### src/rtl/serial_add_ctrl_if.sv
// Request/result and full-adder signals for serial_add_ctrl.
// Optional macro SERIAL_ADD_OVF_EN adds the signed-overflow flag ovf.
interface serial_add_ctrl_if #(
    parameter int WIDTH = 8
);
    logic             start;
    logic [WIDTH-1:0] a;
    logic [WIDTH-1:0] b;
    logic             cin;
    logic             busy;
    logic             done;
    logic [WIDTH-1:0] sum;
    logic             cout;
    logic             fa_in1;
    logic             fa_in2;
    logic             fa_cin;
    logic             fa_sum;
    logic             fa_carry;
`ifdef SERIAL_ADD_OVF_EN
    logic             ovf;
`endif

    // Controller side
    modport slave (
        input  start, a, b, cin, fa_sum, fa_carry,
        output busy, done, sum, cout, fa_in1, fa_in2, fa_cin
`ifdef SERIAL_ADD_OVF_EN
        , output ovf
`endif
    );

    // Requester / adder side
    modport master (
        output start, a, b, cin, fa_sum, fa_carry,
        input  busy, done, sum, cout, fa_in1, fa_in2, fa_cin
`ifdef SERIAL_ADD_OVF_EN
        , input ovf
`endif
    );
endinterface

### src/rtl/serial_add_ctrl.sv
// Bit-serial adder controller: feeds one external 1-bit full adder LSB-first,
// keeps the running carry, and assembles the WIDTH-bit sum word.
// Optional macro SERIAL_ADD_OVF_EN adds a two's-complement overflow output.
module serial_add_ctrl #(
    parameter int WIDTH = 8,
    parameter int CNT_W = $clog2(WIDTH)
) (
    input  logic               sys_clk,
    input  logic               sys_rst,
    serial_add_ctrl_if.slave   bus
);
    typedef enum logic [1:0] {S_IDLE, S_RUN, S_DONE} state_t;

    localparam logic [CNT_W-1:0] LAST = CNT_W'(WIDTH - 1);

    state_t           state_q, state_d;
    logic [WIDTH-1:0] a_sh_q, a_sh_d;
    logic [WIDTH-1:0] b_sh_q, b_sh_d;
    logic [WIDTH-1:0] s_sh_q, s_sh_d;
    logic             c_q, c_d;
    logic [CNT_W-1:0] cnt_q, cnt_d;
    logic [WIDTH-1:0] sum_q, sum_d;
    logic             cout_q, cout_d;
    logic             ovf_q, ovf_d;

    logic             busy, done, fa_in1, fa_in2, fa_cin;

    // State register and datapath registers; reset aborts any operation.
    always_ff @(posedge sys_clk) begin
        if (sys_rst) begin
            state_q <= S_IDLE;
            a_sh_q  <= '0;
            b_sh_q  <= '0;
            s_sh_q  <= '0;
            c_q     <= 1'b0;
            cnt_q   <= '0;
            sum_q   <= '0;
            cout_q  <= 1'b0;
            ovf_q   <= 1'b0;
        end else begin
            state_q <= state_d;
            a_sh_q  <= a_sh_d;
            b_sh_q  <= b_sh_d;
            s_sh_q  <= s_sh_d;
            c_q     <= c_d;
            cnt_q   <= cnt_d;
            sum_q   <= sum_d;
            cout_q  <= cout_d;
            ovf_q   <= ovf_d;
        end
    end

    // Next-state and outputs; the result word only changes at the last RUN edge
    // so the previous result stays visible for the whole next operation.
    always_comb begin
        state_d = state_q;
        a_sh_d  = a_sh_q;
        b_sh_d  = b_sh_q;
        s_sh_d  = s_sh_q;
        c_d     = c_q;
        cnt_d   = cnt_q;
        sum_d   = sum_q;
        cout_d  = cout_q;
        ovf_d   = ovf_q;
        busy    = 1'b0;
        done    = 1'b0;
        fa_in1  = 1'b0;
        fa_in2  = 1'b0;
        fa_cin  = 1'b0;
        case (state_q)
            S_IDLE: begin
                if (bus.start) begin
                    a_sh_d  = bus.a;
                    b_sh_d  = bus.b;
                    c_d     = bus.cin;
                    cnt_d   = '0;
                    s_sh_d  = '0;
                    state_d = S_RUN;
                end
            end
            S_RUN: begin
                busy   = 1'b1;
                fa_in1 = a_sh_q[0];
                fa_in2 = b_sh_q[0];
                fa_cin = c_q;
                s_sh_d = {bus.fa_sum, s_sh_q[WIDTH-1:1]};
                a_sh_d = a_sh_q >> 1;
                b_sh_d = b_sh_q >> 1;
                c_d    = bus.fa_carry;
                cnt_d  = cnt_q + CNT_W'(1);
                if (cnt_q == LAST) begin
                    state_d = S_DONE;
                    sum_d   = {bus.fa_sum, s_sh_q[WIDTH-1:1]};
                    cout_d  = bus.fa_carry;
                    // carry into MSB xor carry out of MSB
                    ovf_d   = c_q ^ bus.fa_carry;
                end
            end
            S_DONE: begin
                busy    = 1'b1;
                done    = 1'b1;
                state_d = S_IDLE;
            end
            default: state_d = S_IDLE;
        endcase
    end

    assign bus.busy   = busy;
    assign bus.done   = done;
    assign bus.sum    = sum_q;
    assign bus.cout   = cout_q;
    assign bus.fa_in1 = fa_in1;
    assign bus.fa_in2 = fa_in2;
    assign bus.fa_cin = fa_cin;
`ifdef SERIAL_ADD_OVF_EN
    assign bus.ovf    = ovf_q;
`else
    logic unused_ovf;
    assign unused_ovf = ovf_q;
`endif
endmodule

### src/flat_wrapper.sv
// flat-port wrapper written by rule: the top's interface ports become plain ports
module serial_add_ctrl_flat 
#(
    parameter int WIDTH = 8,
    parameter int CNT_W = $clog2(WIDTH)
)
  (sys_clk, sys_rst, bus_start, bus_a, bus_b, bus_cin, bus_fa_sum, bus_fa_carry, bus_busy, bus_done, bus_sum, bus_cout, bus_fa_in1, bus_fa_in2, bus_fa_cin);
  serial_add_ctrl_if #(.WIDTH(WIDTH)) bus_i ();
  input  logic sys_clk;
  input  logic sys_rst;
  input wire logic [$bits(bus_i.start)-1:0] bus_start;
  input wire logic [$bits(bus_i.a)-1:0] bus_a;
  input wire logic [$bits(bus_i.b)-1:0] bus_b;
  input wire logic [$bits(bus_i.cin)-1:0] bus_cin;
  input wire logic [$bits(bus_i.fa_sum)-1:0] bus_fa_sum;
  input wire logic [$bits(bus_i.fa_carry)-1:0] bus_fa_carry;
  output wire logic [$bits(bus_i.busy)-1:0] bus_busy;
  output wire logic [$bits(bus_i.done)-1:0] bus_done;
  output wire logic [$bits(bus_i.sum)-1:0] bus_sum;
  output wire logic [$bits(bus_i.cout)-1:0] bus_cout;
  output wire logic [$bits(bus_i.fa_in1)-1:0] bus_fa_in1;
  output wire logic [$bits(bus_i.fa_in2)-1:0] bus_fa_in2;
  output wire logic [$bits(bus_i.fa_cin)-1:0] bus_fa_cin;
  assign bus_i.start = bus_start;
  assign bus_i.a = bus_a;
  assign bus_i.b = bus_b;
  assign bus_i.cin = bus_cin;
  assign bus_i.fa_sum = bus_fa_sum;
  assign bus_i.fa_carry = bus_fa_carry;
  assign bus_busy = bus_i.busy;
  assign bus_done = bus_i.done;
  assign bus_sum = bus_i.sum;
  assign bus_cout = bus_i.cout;
  assign bus_fa_in1 = bus_i.fa_in1;
  assign bus_fa_in2 = bus_i.fa_in2;
  assign bus_fa_cin = bus_i.fa_cin;
  serial_add_ctrl #(.WIDTH(WIDTH), .CNT_W(CNT_W)) u_core (.sys_clk(sys_clk), .sys_rst(sys_rst), .bus(bus_i));
endmodule
### config.mk
export PLATFORM = sky130hd
export DESIGN_NAME = serial_add_ctrl_flat
export DESIGN_NICKNAME = d
export VERILOG_FILES = /design/src/rtl/serial_add_ctrl_if.sv /design/src/rtl/serial_add_ctrl.sv /design/src/flat_wrapper.sv
export SDC_FILE = /design/constraint.sdc
export NUM_CORES = 1
export LEC_CHECK = 0
export ABC_AREA = 1
export BUFFER_PORTS_ARGS = -buffer_cell sky130_fd_sc_hd__buf_2
export CAP_MARGIN = 40
export CORE_MARGIN = 4
export CORE_UTILIZATION = 40
export DETAILED_ROUTE_END_ITERATION = 7
export PLACE_DENSITY = 0.6
export RECOVER_POWER = 50
export SETUP_SLACK_MARGIN = 0.15
export SYNTH_ARGS = -nofsm -noshare
export SYNTH_HDL_FRONTEND = slang
export SYNTH_SLANG_ARGS = --single-unit
### constraint.sdc
create_clock -name sys_clk -period 1.5 [get_ports sys_clk]
set_input_delay 0.15 -clock sys_clk [delete_from_list [all_inputs] [get_ports sys_clk]]
set_output_delay 0.15 -clock sys_clk [all_outputs]
set_load 0.03 [all_outputs]
Word-level counts from Yosys, hierarchy flattened
Cells that the tools add are included.
- bits in writable memories: 0
- bits of input ports: 22
- register bits: 39
- memories kept: 0
- memory bits (read-only): 0
- latch bits: 0
- output and inout bits: 14
- word-level logic and storage cells: 38
- $add $sub $neg: 1
- reduce and logical (&&, ||, !) cells: 6
- $mul: 0
- divide/modulo/power cells: 0
- multiplexer cells: 18
- $lt $le $gt $ge: 0
- bitwise gates (word level): 0
- shifts and indexed selects: 0
- equal/unequal tests: 5
- operators with widths (cell ; number):
    case mux 8 bit (2 select lines) ; 3
    2-to-1 mux 8 bit ; 3
    2-to-1 mux 1 bit ; 6
    case mux 3 bit (2 select lines) ; 1
    AND reduction 2 bit ; 3
    2-to-1 mux 2 bit ; 2
    case mux 2 bit (2 select lines) ; 1
    adder 3 x 1 -> 3 bit, second input constant ; 1
    == test 3 bit, second input constant ; 1
    2-to-1 mux 3 bit ; 1
    == test 2 x 1 -> 1 bit, second input constant ; 1
    == test 2 bit, second input constant ; 1
    zero test 2 bit ; 1
    != test 2 x 1 -> 1 bit, second input constant ; 1
    != test 2 bit, second input constant ; 1
    case mux 1 bit (2 select lines) ; 1
    nonzero test 2 bit ; 1
    OR reduction 2 bit ; 1

Longest topological paths before layout
Gate-level depths: netlist of run 1.
- depth in word-level cells: 3
- mapped depth: 9
- gate-level depth less buffers: 8

Worst setup path before layout of run 1
OpenSTA, ideal clock, no wires.
- path kind: reg2reg
- from: register u_core.state_q[0]
- to: register u_core.b_sh_q[7]
- setup time: 0.117 ns
- clock period less this slack: 1.271 ns
- required time: 1.383 ns
- data arrival time: 1.155 ns
- stages on the path, launching flop included: 9
- path buffers: 2
- slack: 0.229 ns
- cells stage by stage: dfxtp_1 > inv_1 > ha_1 > inv_1 > nand2_2 > buf_6 > buf_12 > a22oi_1 > nor2_1
- cells in the longest elaborated chain, start to end: 3
- elaborated cells between the ends (all ways): 6
- those cells by class: eq/ne (2); mux (1); reduce/logical (3)
- RTL lines (element ; line ; text):
    from (decl) ; serial_add_ctrl.sv:16 ; state_t state_q, state_d;
    from (signal assigned) ; serial_add_ctrl.sv:41 ; state_q <= state_d;
    == test 2 x 1 -> 1 bit / zero test 2 bit (equally long branches) ; n/a ;
    nonzero test 2 bit (no source line) / != test 2 bit (equally long branches) ; n/a ;
    AND reduction 2 bit (no source line) ; n/a ;
    to (signal assigned) ; serial_add_ctrl.sv:43 ; b_sh_q <= b_sh_d;
    to (decl) ; serial_add_ctrl.sv:18 ; logic [WIDTH-1:0] b_sh_q, b_sh_d;
Several ways; a longest one is shown, not always the timed one.
A chain may end at the register's enable or synchronous reset.

Worst setup path in the final report of run 1
- from: register u_core.state_q[1]
- to: output bus_fa_in2
- cells in the longest elaborated chain, start to end: 2
- RTL lines (element ; line ; text):
    == test 2 x 1 -> 1 bit ; n/a ;
    2-to-1 mux 1 bit ; serial_add_ctrl.sv:70 ; case (state_q)
    to (decl) ; flat_wrapper.sv:22 ; output wire logic [$bits(bus_i.fa_in2)-1:0] bus_fa_in2;
No other way between the ends.

==> results of run 1 <==
==> tightest hold or removal path, delay by kind of cell <==
family / cells / cell delay, ns
AND/OR/NAND/NOR: 1 / 0.08
AO/OA/AOI/OAI: 1 / 0.07
buffers and inverters: 1 / 0.08
==> cell families (layout without fill, tap and decap cells) <==
family / Yosys count / after routing
DFF: 38 / 38
and+or+nand+nor: 158 / 158
AOI/OAI and AO/OA: 26 / 26
adders and majority gates: 5 / 5
buffers and inverters: 31 / 75
==> cells in the final DEF, fill, tap and decap left out, types with 5 or more instances in the layout <==
master and n:
clkbuf_8 6, o21ai_0 9, nand3_2 8, buf_6 7
clkbuf_1 11, inv_2 5, nand2_1 66, inv_1 6
buf_4 9, nand3b_1 14, a21oi_1 6, nand3_1 14
a21oi_2 7, nor2_1 47, dfxtp_1 36, buf_2 21
nand2_2 5
==> metrics by stage <==
stage                     std cells  TNS [ns]  cell area (sq um)  power [W]
after floorplan                 258         0               1933   0.001675
after global placement          338         0               2068   0.001740
after detailed placement        338  -0.06391               2068   0.001738
after CTS                       352         0               2258   0.002544
after global routing            356         0               2340   0.002788
final                           356         0               2340   0.002606
==> routing by layer <==
metal | global-route usage [%] | wire length, um | up-vias | part of all wire (%)
li1 | - | - | 899 | -
met4 | 7.117 | 55 | 0 | 1.3
met2 | 23.58 | 1972 | 40 | 46
met5 | 0 | 0 | - | 0
met3 | 3.364 | 182 | 7 | 4.2
met1 | 18.40 | 2098 | 767 | 49
==> where the power goes <==
group | switching (W) | internal, W
Clock | 0.000356 | 0.000371
Combinational | 0.000428 | 0.000312
Sequential | 0.0000431 | 0.00110
Total | 0.000826 | 0.00178
==> layout make-up <==
type,count,area (sq um)
inverter,15,72.57
fill,497,2352
timing repair inverter,2,15.01
sequential,38,765.7
clock buffer,7,86.33
timing repair buffer,50,334.1
multi-input combinational,189,993.5
clock inverter,1,5.005
tap,54,67.56
==> worst paths after layout <==
check	start	to	slack (ns)	cells past startpoint
worst max register to register	u_core.state_q[0]	u_core.a_sh_q[2]	0.16	7
worst min register to register	u_core.bus.sum[7]	u_core.bus.sum[7]	0.47	2
worst max-delay path	u_core.state_q[1]	bus_fa_in2	0.11	6
worst min-delay path	bus_a[7]	u_core.a_sh_q[7]	0.12	3
==> state kept, by name, indices dropped and copies added, names as in the netlist <==
name             cells
u_core.state_q       2
u_core.b_sh_q        8
u_core.c_q           1
u_core.cnt_q         3
u_core.bus.sum       8
u_core.a_sh_q        8
u_core.s_sh_q        7
u_core.bus.cout      1
==> timing repair <==
item | CTS | global route
resized for setup | 17 | 36
gates cloned | 0 | 2
setup buffers | 6 | 2
pin swaps | 0 | 1
setup endpoints to repair | 30 | 40
hold buffers | 0 | 0
==> reports/metrics.cfg, run 1 <==
[cts]
clk_latency_ns=0.29
htreeDepth=2
cts_sinks=38
root_buffer=clkbuf_8
cts_buffer_depth=2
cts_tree=yes
clk_pin_slew_ns=0.07
cts_buffers=5

[critical_path]
cp_max_fo=5
max_stage_delay_ns=0.33
critPathSlowestCell=dfxtp_2
critPathTopFamily=buffers and inverters
cp-start-kind=flop
critical_path_buf_inv_count=4
cp-end-kind=output port
worstPathArrival_ns=1.24
crit_required_ns=1.35
crit_type=reg2out
cp_cell_sequence=inv_2 > ha_4 > buf_6 > nand2_2 > inv_2 > buf_6

[yosys]
synth_compound_gate_area_share_pct=8.350
postSynthAreaPerCell_sq_um=7.493
synth_top_cells_by_area=dfxtp_1, nand2_1, nor2_1
yosysTopAreaCellShare_pct=39.35
synth-xor-area-share_pct=0
synth_top_area_cell=dfxtp_1
syn-num-nets=285
synth_adder_area_share_pct=3.236
synth.ff_latch_count=38
synthFlopType=dfxtp_1
syn_inst=258
synth_enable_flop_cells=0
yosysUniqueCellTypes=23
synth_top_family_by_area=simple AND/OR/NAND/NOR gates
synth_async_sr_flop_share_pct=0
synth-simple-area-share_pct=37.80
ys_seq_area_share_pct=39.35
synth_common_cells=nand2_1, nor2_1, dfxtp_1
yosys_warnings=0
yosysMostFrequentCell=nand2_1
syn_area_sq_um=1933
synth_mux_area_share_pct=0

[sta]
setup_viol=0
hold_ws_ns=0.1189
relSlewSlack_pct=75.41
fmax_mhz=721.9
skew_ns=0.003744
tightest_slew_ns=0.3704
rsz0062_at_grt=yes
layout_min_cycle_time_ns=1.385
worst_slack_ns=0.1147
hold_viol=0
final_max_slew_viol_count=0
period_share_pct=92.35

[placement]
place.gp.congestion=0.7241
dpl_worst_slack_ns=-0.04299
io_buffers=35
dp_hpwl_um=2696

[routing]
postRouteWirelength_um=4308
wl_per_cell_um=12.10
drtAntennaViolNets=0
firstDrtPassIters=4
drt-initial-drc-count=119
vias=1713
viasPerCell=4.812
drc_errors=0

[die]
die_y_um=77.52
start_util_pct=41.20
core.rowCount=25
coreArea_sq_um=4692
die_w_um=77.52
die_area_sq_um=6009
ioPinCount=36

[power]
vdd_drop_max_uv=407.6
power_density_nw_per_um2=1114
power_leakage_nw=1.048

[global_routing]
grt_max_degree=28
grt.overflow.total=0
antenna_found_initial=0
grt_pass1_vias=1561
track_usage_pct=14.65
grt_pass1_wl_um=7107

[final_layout]
final_core_util_pct=49.87
layout-drive-gt1-share_pct=28.15
area_growth_pct=21.04
fin_nets=328
diodes=0

[min_path]
hp-class=in2reg

[status]
status=finished, final reports clean

[run]
cap_viol_max_count=0

No activity file was read; power rests on OpenSTA's default activity.
==> inputs of run 2 (changes only) <==
- ABC_AREA: 1 -> default
==> run 2 against run 1 <==
Compared with the run above:
- critical path depth is 1 lower
- non-clock buffer count grew 7
- synthesized cell count shrank 33%
- cell count down 23%
- sequential power about the same
- wire length shrank 4.3%
- fmax fell by 3.0%
- sequential share of layout area down 2.0 points
- via count is 18% lower
- critical endpoint is now u_core.b_sh_q[6]
- hold slack gained 0.0075 ns
- total power up 8.8%
==> reports/metrics.cfg, run 2 <==
[final_layout]
layout-drive-gt1-share_pct=46.64
layout_commonest_cell=dfxtp_1
area_growth_pct=41.18
diodes=0
fin_nets=249
mostFrequentLayoutCells=dfxtp_1, buf_2, a211oi_2

[yosys]
syn_area_sq_um=1765
synth_top_family_by_area=compound AO/OA/AOI/OAI gates
synth.ff_latch_count=38
synth_top_area_cell=dfxtp_1
synth_top_cells_by_area=dfxtp_1, a211oi_2, mux2i_1
synth_adder_area_share_pct=3.544
synth-xor-area-share_pct=0
yosysUniqueCellTypes=26
synthFlopType=dfxtp_1
synth_mux_area_share_pct=9.922
yosysTopAreaCellShare_pct=43.09
syn-num-nets=200
synth_common_cells=dfxtp_1, mux2i_1, a211oi_2
synth_compound_gate_area_share_pct=19.91
ys_seq_area_share_pct=43.09
postSynthAreaPerCell_sq_um=10.20
yosys_warnings=0
syn_inst=173
synth_async_sr_flop_share_pct=0
synth-simple-area-share_pct=16.51
synth_enable_flop_cells=0
yosysMostFrequentCell=dfxtp_1

[critical_path]
cp-start-kind=flop
critPathSlowestCell=dfxtp_4
crit_type=reg2reg
cp-end-kind=flop
r2r_start=u_core.state_q[0]
cp_cell_sequence=inv_4 > ha_4 > mux2_4 > buf_12 > a211oi_2
worstPathArrival_ns=1.63
crit_path_start=u_core.state_q[0]
cp_max_fo=7
crit_required_ns=1.70
max_stage_delay_ns=0.39

[routing]
vias=1412
drtAntennaViolNets=0
viasPerCell=5.172
drt-initial-drc-count=92
wl_per_cell_um=15.10
drc_errors=0
postRouteWirelength_um=4121
firstDrtPassIters=6

[sta]
fin_setup_tns_ns=0
period_share_pct=95.22
hold_viol=0
relSlewSlack_pct=70.49
tightest_slew_ns=0.4426
skew_ns=0.005158
rsz0062_at_grt=yes
hold_ws_ns=0.1263
layout_min_cycle_time_ns=1.428
setup_viol=0
fmax_mhz=700.2
final_max_slew_viol_count=0

[die]
coreArea_sq_um=4144
ioPinCount=36
die_area_sq_um=5541
die_w_um=74.44
core.rowCount=23
start_util_pct=42.60
die_y_um=74.44

[cts]
cts_tree=yes
holdBufCountCts=0
root_buffer=clkbuf_8
cts_buffer_depth=2
clk_latency_ns=0.29
clk_pin_slew_ns=0.08
cts_buffers=5
htreeDepth=2
cts_sinks=38

[power]
power_density_nw_per_um2=1137
power_leakage_nw=0.9885
power_w=0.002835
vdd_drop_max_uv=599.7

[min_path]
min-delay-start=bus_fa_carry
hp-class=in2reg

[status]
status=finished, final reports clean

[global_routing]
grt_max_degree=23
grt_pass1_wl_um=6610
grt.overflow.total=0
track_usage_pct=15.69
antenna_found_initial=0
grt_pass1_vias=1473

[placement]
dp_hpwl_um=2509
place.gp.congestion=0.7177
io_buffers=35

[run]
cap_viol_max_count=0

run 2: cell count changes in the layout (fill, tap and decap cells not counted), sizes merged, moves of 13 or more:
cell,change
nand2,-60
mux2i,+16
a211oi,+16
nor2,-25
nand3,-13
run 2: power breakdown:
part	leakage [nW]	internal, W	switching (W)
Combinational	0.606	0.000342	0.000300
Sequential	0.312	0.00107	0.0000543
Clock	0.0714	0.000709	0.000362
Total	0.988	0.00212	0.000716
run 2: area by class of cell:
class	instances	area, sq um
fill	385	1652
multi-input combinational	117	1016
sequential	38	765.7
timing repair buffer	57	491.7
clock buffer	6	82.58
tap	50	62.56
clock inverter	2	60.06
inverter	3	13.76
run 2: worst max-delay path, delay by kind of cell (launching register included):
family          cells  cell delay, ns
compound gates      1            0.19
fa+ha+maj           1            0.16
buf+inv             2            0.21
flops               1            0.39
mux                 1            0.39
run 2: metrics by stage:
stage / cells / area, sq um / setup WS [ns] / utilization [%]
5_1_grt: 273 / 2492 / 0.02888 / 60.14
3_3_place_gp: 250 / 2056 / 0.09151 / 49.61
3_5_place_dp: 250 / 2056 / 0.03681 / 49.61
4_1_cts: 269 / 2394 / 0.07781 / 57.76
6_report: 273 / 2492 / 0.07174 / 60.14
2_1_floorplan: 173 / 1841 / 0.1454 / -
run 2: cells by family (layout without fill, tap and decap cells):
group	count (synthesis)	after routing
DFF	38	38
and+or+nand+nor	56	56
AOI/OAI and AO/OA	39	39
adders and majority gates	5	5
muxes	17	17
buffers and inverters	18	68
run 2: worst paths after layout:
| kind | endpoint | slack [ns] | depth (start not counted) |
|---|---|---|---|
| max | u_core.b_sh_q[6] | 0.07 | 5 |
| min | u_core.bus.cout | 0.13 | 3 |
| max reg2reg | u_core.b_sh_q[6] | 0.07 | 5 |
| min reg2reg | u_core.bus.sum[7] | 0.45 | 2 |
run 2: layer usage:
metal,wire length (um),GRT usage [%],part of all wire (%)
met5,0,0,0
met4,68,6.324,1.7
met3,208,4.189,5.0
met2,2045,26.44,50
met1,1798,18.93,44
run 2: timing repair:
action | in CTS | in global routing
setup buffers | 9 | 2
endpoints found under the setup margin | 29 | 40
resized for setup | 20 | 11
gates cloned | 2 | 2
pin swaps | 3 | 6
==> inputs of run 3 (changes only) <==
- CORE_MARGIN: 4 -> 5
- RECOVER_POWER: 50 -> default
==> run 3 against run 2 <==
Compared with the run above:
- critical path depth is the same
- wire length shrank 2.3%
- clock skew is essentially flat
- total power shrank 2.3%
- sequential share of layout area grew 0.062 points
- fmax grew 0.57%
- final area shrank 0.20%
- count of clock-buffer cells in the layout shrank 1
- cell count is the same
- critical endpoint is now bus_fa_cin
==> reports/metrics.cfg, run 3 (synthesized netlist as in run 2, its figures left out) <==
[min_path]
hp-class=in2reg
worst_hold_path.num_cells=3
min-delay-start=bus_fa_carry
holdPathEnd=u_core.bus.cout

[critical_path]
cp-end-kind=output port
reg2reg_slack_ns=0.09
crit_type=reg2out
worstPathArrival_ns=1.27
r2r_end=u_core.b_sh_q[2]
cp_max_fo=5
cp-start-kind=flop
worstRegToRegCells=5
r2r_start=u_core.state_q[0]
crit_required_ns=1.35

[final_layout]
fin_nets=247
mostFrequentLayoutCells=dfxtp_1, buf_2, mux2i_1, a211oi_2, nand2_1
seq_area_sq_um=765.7
diodes=0
nFillCells=382
layout_commonest_cell=dfxtp_1
layout-drive-gt1-share_pct=51.13
multi_input_area_sq_um=1050
area_growth_pct=40.89

[power]
vdd_drop_max_uv=677.1
power_leakage_nw=1.010
p_clk_share_pct=37.5
comb_power_share_pct=22.0
power_density_nw_per_um2=1114
switching_share_pct=26.09
p_switching_w=0.0007229
power.internal_w=0.002048
p_seq_share_pct=40.5

[routing]
postRouteWirelength_um=4028
drt-initial-drc-count=79
drtAntennaViolNets=0
firstDrtPassIters=4
wl_per_cell_um=14.75
drc_errors=0
viasPerCell=5.161
vias=1409

[sta]
tightest_slew_ns=0.4327
relSlewSlack_pct=71.15
fin_setup_tns_ns=0
hold_viol=0
period_share_pct=94.68
rsz0062_at_grt=yes
layout_min_cycle_time_ns=1.420
hold_ws_ns=0.1266
final_max_slew_viol_count=0
setup_viol=0
skew_ns=0.005381
fmax_mhz=704.1

[die]
die_w_um=76.44
die_area_sq_um=5842
ioPinCount=36
coreArea_sq_um=4324
start_util_pct=40.83
die_y_um=76.44
core.rowCount=24

[cts]
clk_pin_slew_ns=0.08
htreeDepth=2
cts_buffers=5
clk_latency_ns=0.29
cts_sinks=38
holdBufCountCts=0
cts_buffer_depth=2
root_buffer=clkbuf_8
cts_tree=yes

[placement]
io_buffers=35
place.gp.congestion=0.7379
dp_hpwl_um=2563

[status]
status=finished, final reports clean

[global_routing]
antenna_found_initial=0
grt.overflow.total=0
grt_max_degree=23
grt_pass1_vias=1479
grt_pass1_wl_um=6596
track_usage_pct=13.48

[run]
cap_viol_max_count=0

==> run 3: worst max-delay path by stage <==
stage	slack (ns)	start	depth (start not counted)	end
after floorplan	0.15	u_core.state_q[0]	6	u_core.a_sh_q[2]
after global placement	0.09	u_core.state_q[0]	6	u_core.state_q[1]
after detailed placement	0.05	u_core.state_q[0]	6	u_core.b_sh_q[2]
after CTS	0.07	u_core.state_q[1]	5	bus_fa_in1
after global routing	0.03	u_core.state_q[1]	5	bus_fa_cin
final	0.08	u_core.state_q[1]	5	bus_fa_cin
==> run 3: power groups by stage <==
| stage | sequential (W) | clock [W] | combinational [W] |
|---|---|---|---|
| after floorplan | 0.00113 | 0 | 0.000383 |
| after global placement | 0.00114 | 0 | 0.000460 |
| after detailed placement | 0.00114 | 0 | 0.000474 |
| after CTS | 0.00112 | 0.00106 | 0.000552 |
| after global routing | 0.00113 | 0.00112 | 0.000655 |
| final | 0.00112 | 0.00104 | 0.000609 |
==> run 3: layout make-up <==
cell class / count / share of cell area [%]
Inverter: 3 / 0.6539
Timing Repair Buffer: 55 / 18.21
Multi-Input combinational cell: 117 / 42.20
Sequential cell: 38 / 30.78
Tap cell: 52 / 2.616
Clock inverter: 3 / 2.767
Clock buffer: 5 / 2.767
==> run 3: stage by stage <==
stage	instances	util, %	power, W	area (sq um)	worst slack, ns
finish	273	57.52	0.002771	2487	0.07984
global route	273	57.52	0.002902	2487	0.03389
CTS	271	54.43	0.002733	2354	0.07383
detailed placement	253	48.06	0.001615	2078	0.05097
global placement	253	48.06	0.001596	2078	0.08983
floorplan	173	-	0.001513	1841	0.1454
==> run 3: critical path: stages, from the launching register on <==
cell,delay (ns)
dfxtp_2,0.36
inv_4,0.05
ha_4,0.18
buf_12,0.13
and2_4,0.13
buf_6,0.13
==> run 3: routing by layer <==
| metal | GRT usage [%] | vias up | wire (um) |
|---|---|---|---|
| li1 | - | 709 | - |
| met1 | 14.38 | 671 | 1580 |
| met2 | 24.91 | 24 | 2275 |
| met3 | 3.783 | 5 | 145 |
| met4 | 4.895 | 0 | 27 |
| met5 | 0 | - | 0 |
==> run 3: repair_timing <==
item / 4_1_cts / 5_1_grt
gates cloned: 1 / 3
endpoints found under the setup margin: 30 / 42
pin swaps: 0 / 10
setup buffers: 9 / 0
resized for setup: 12 / 23
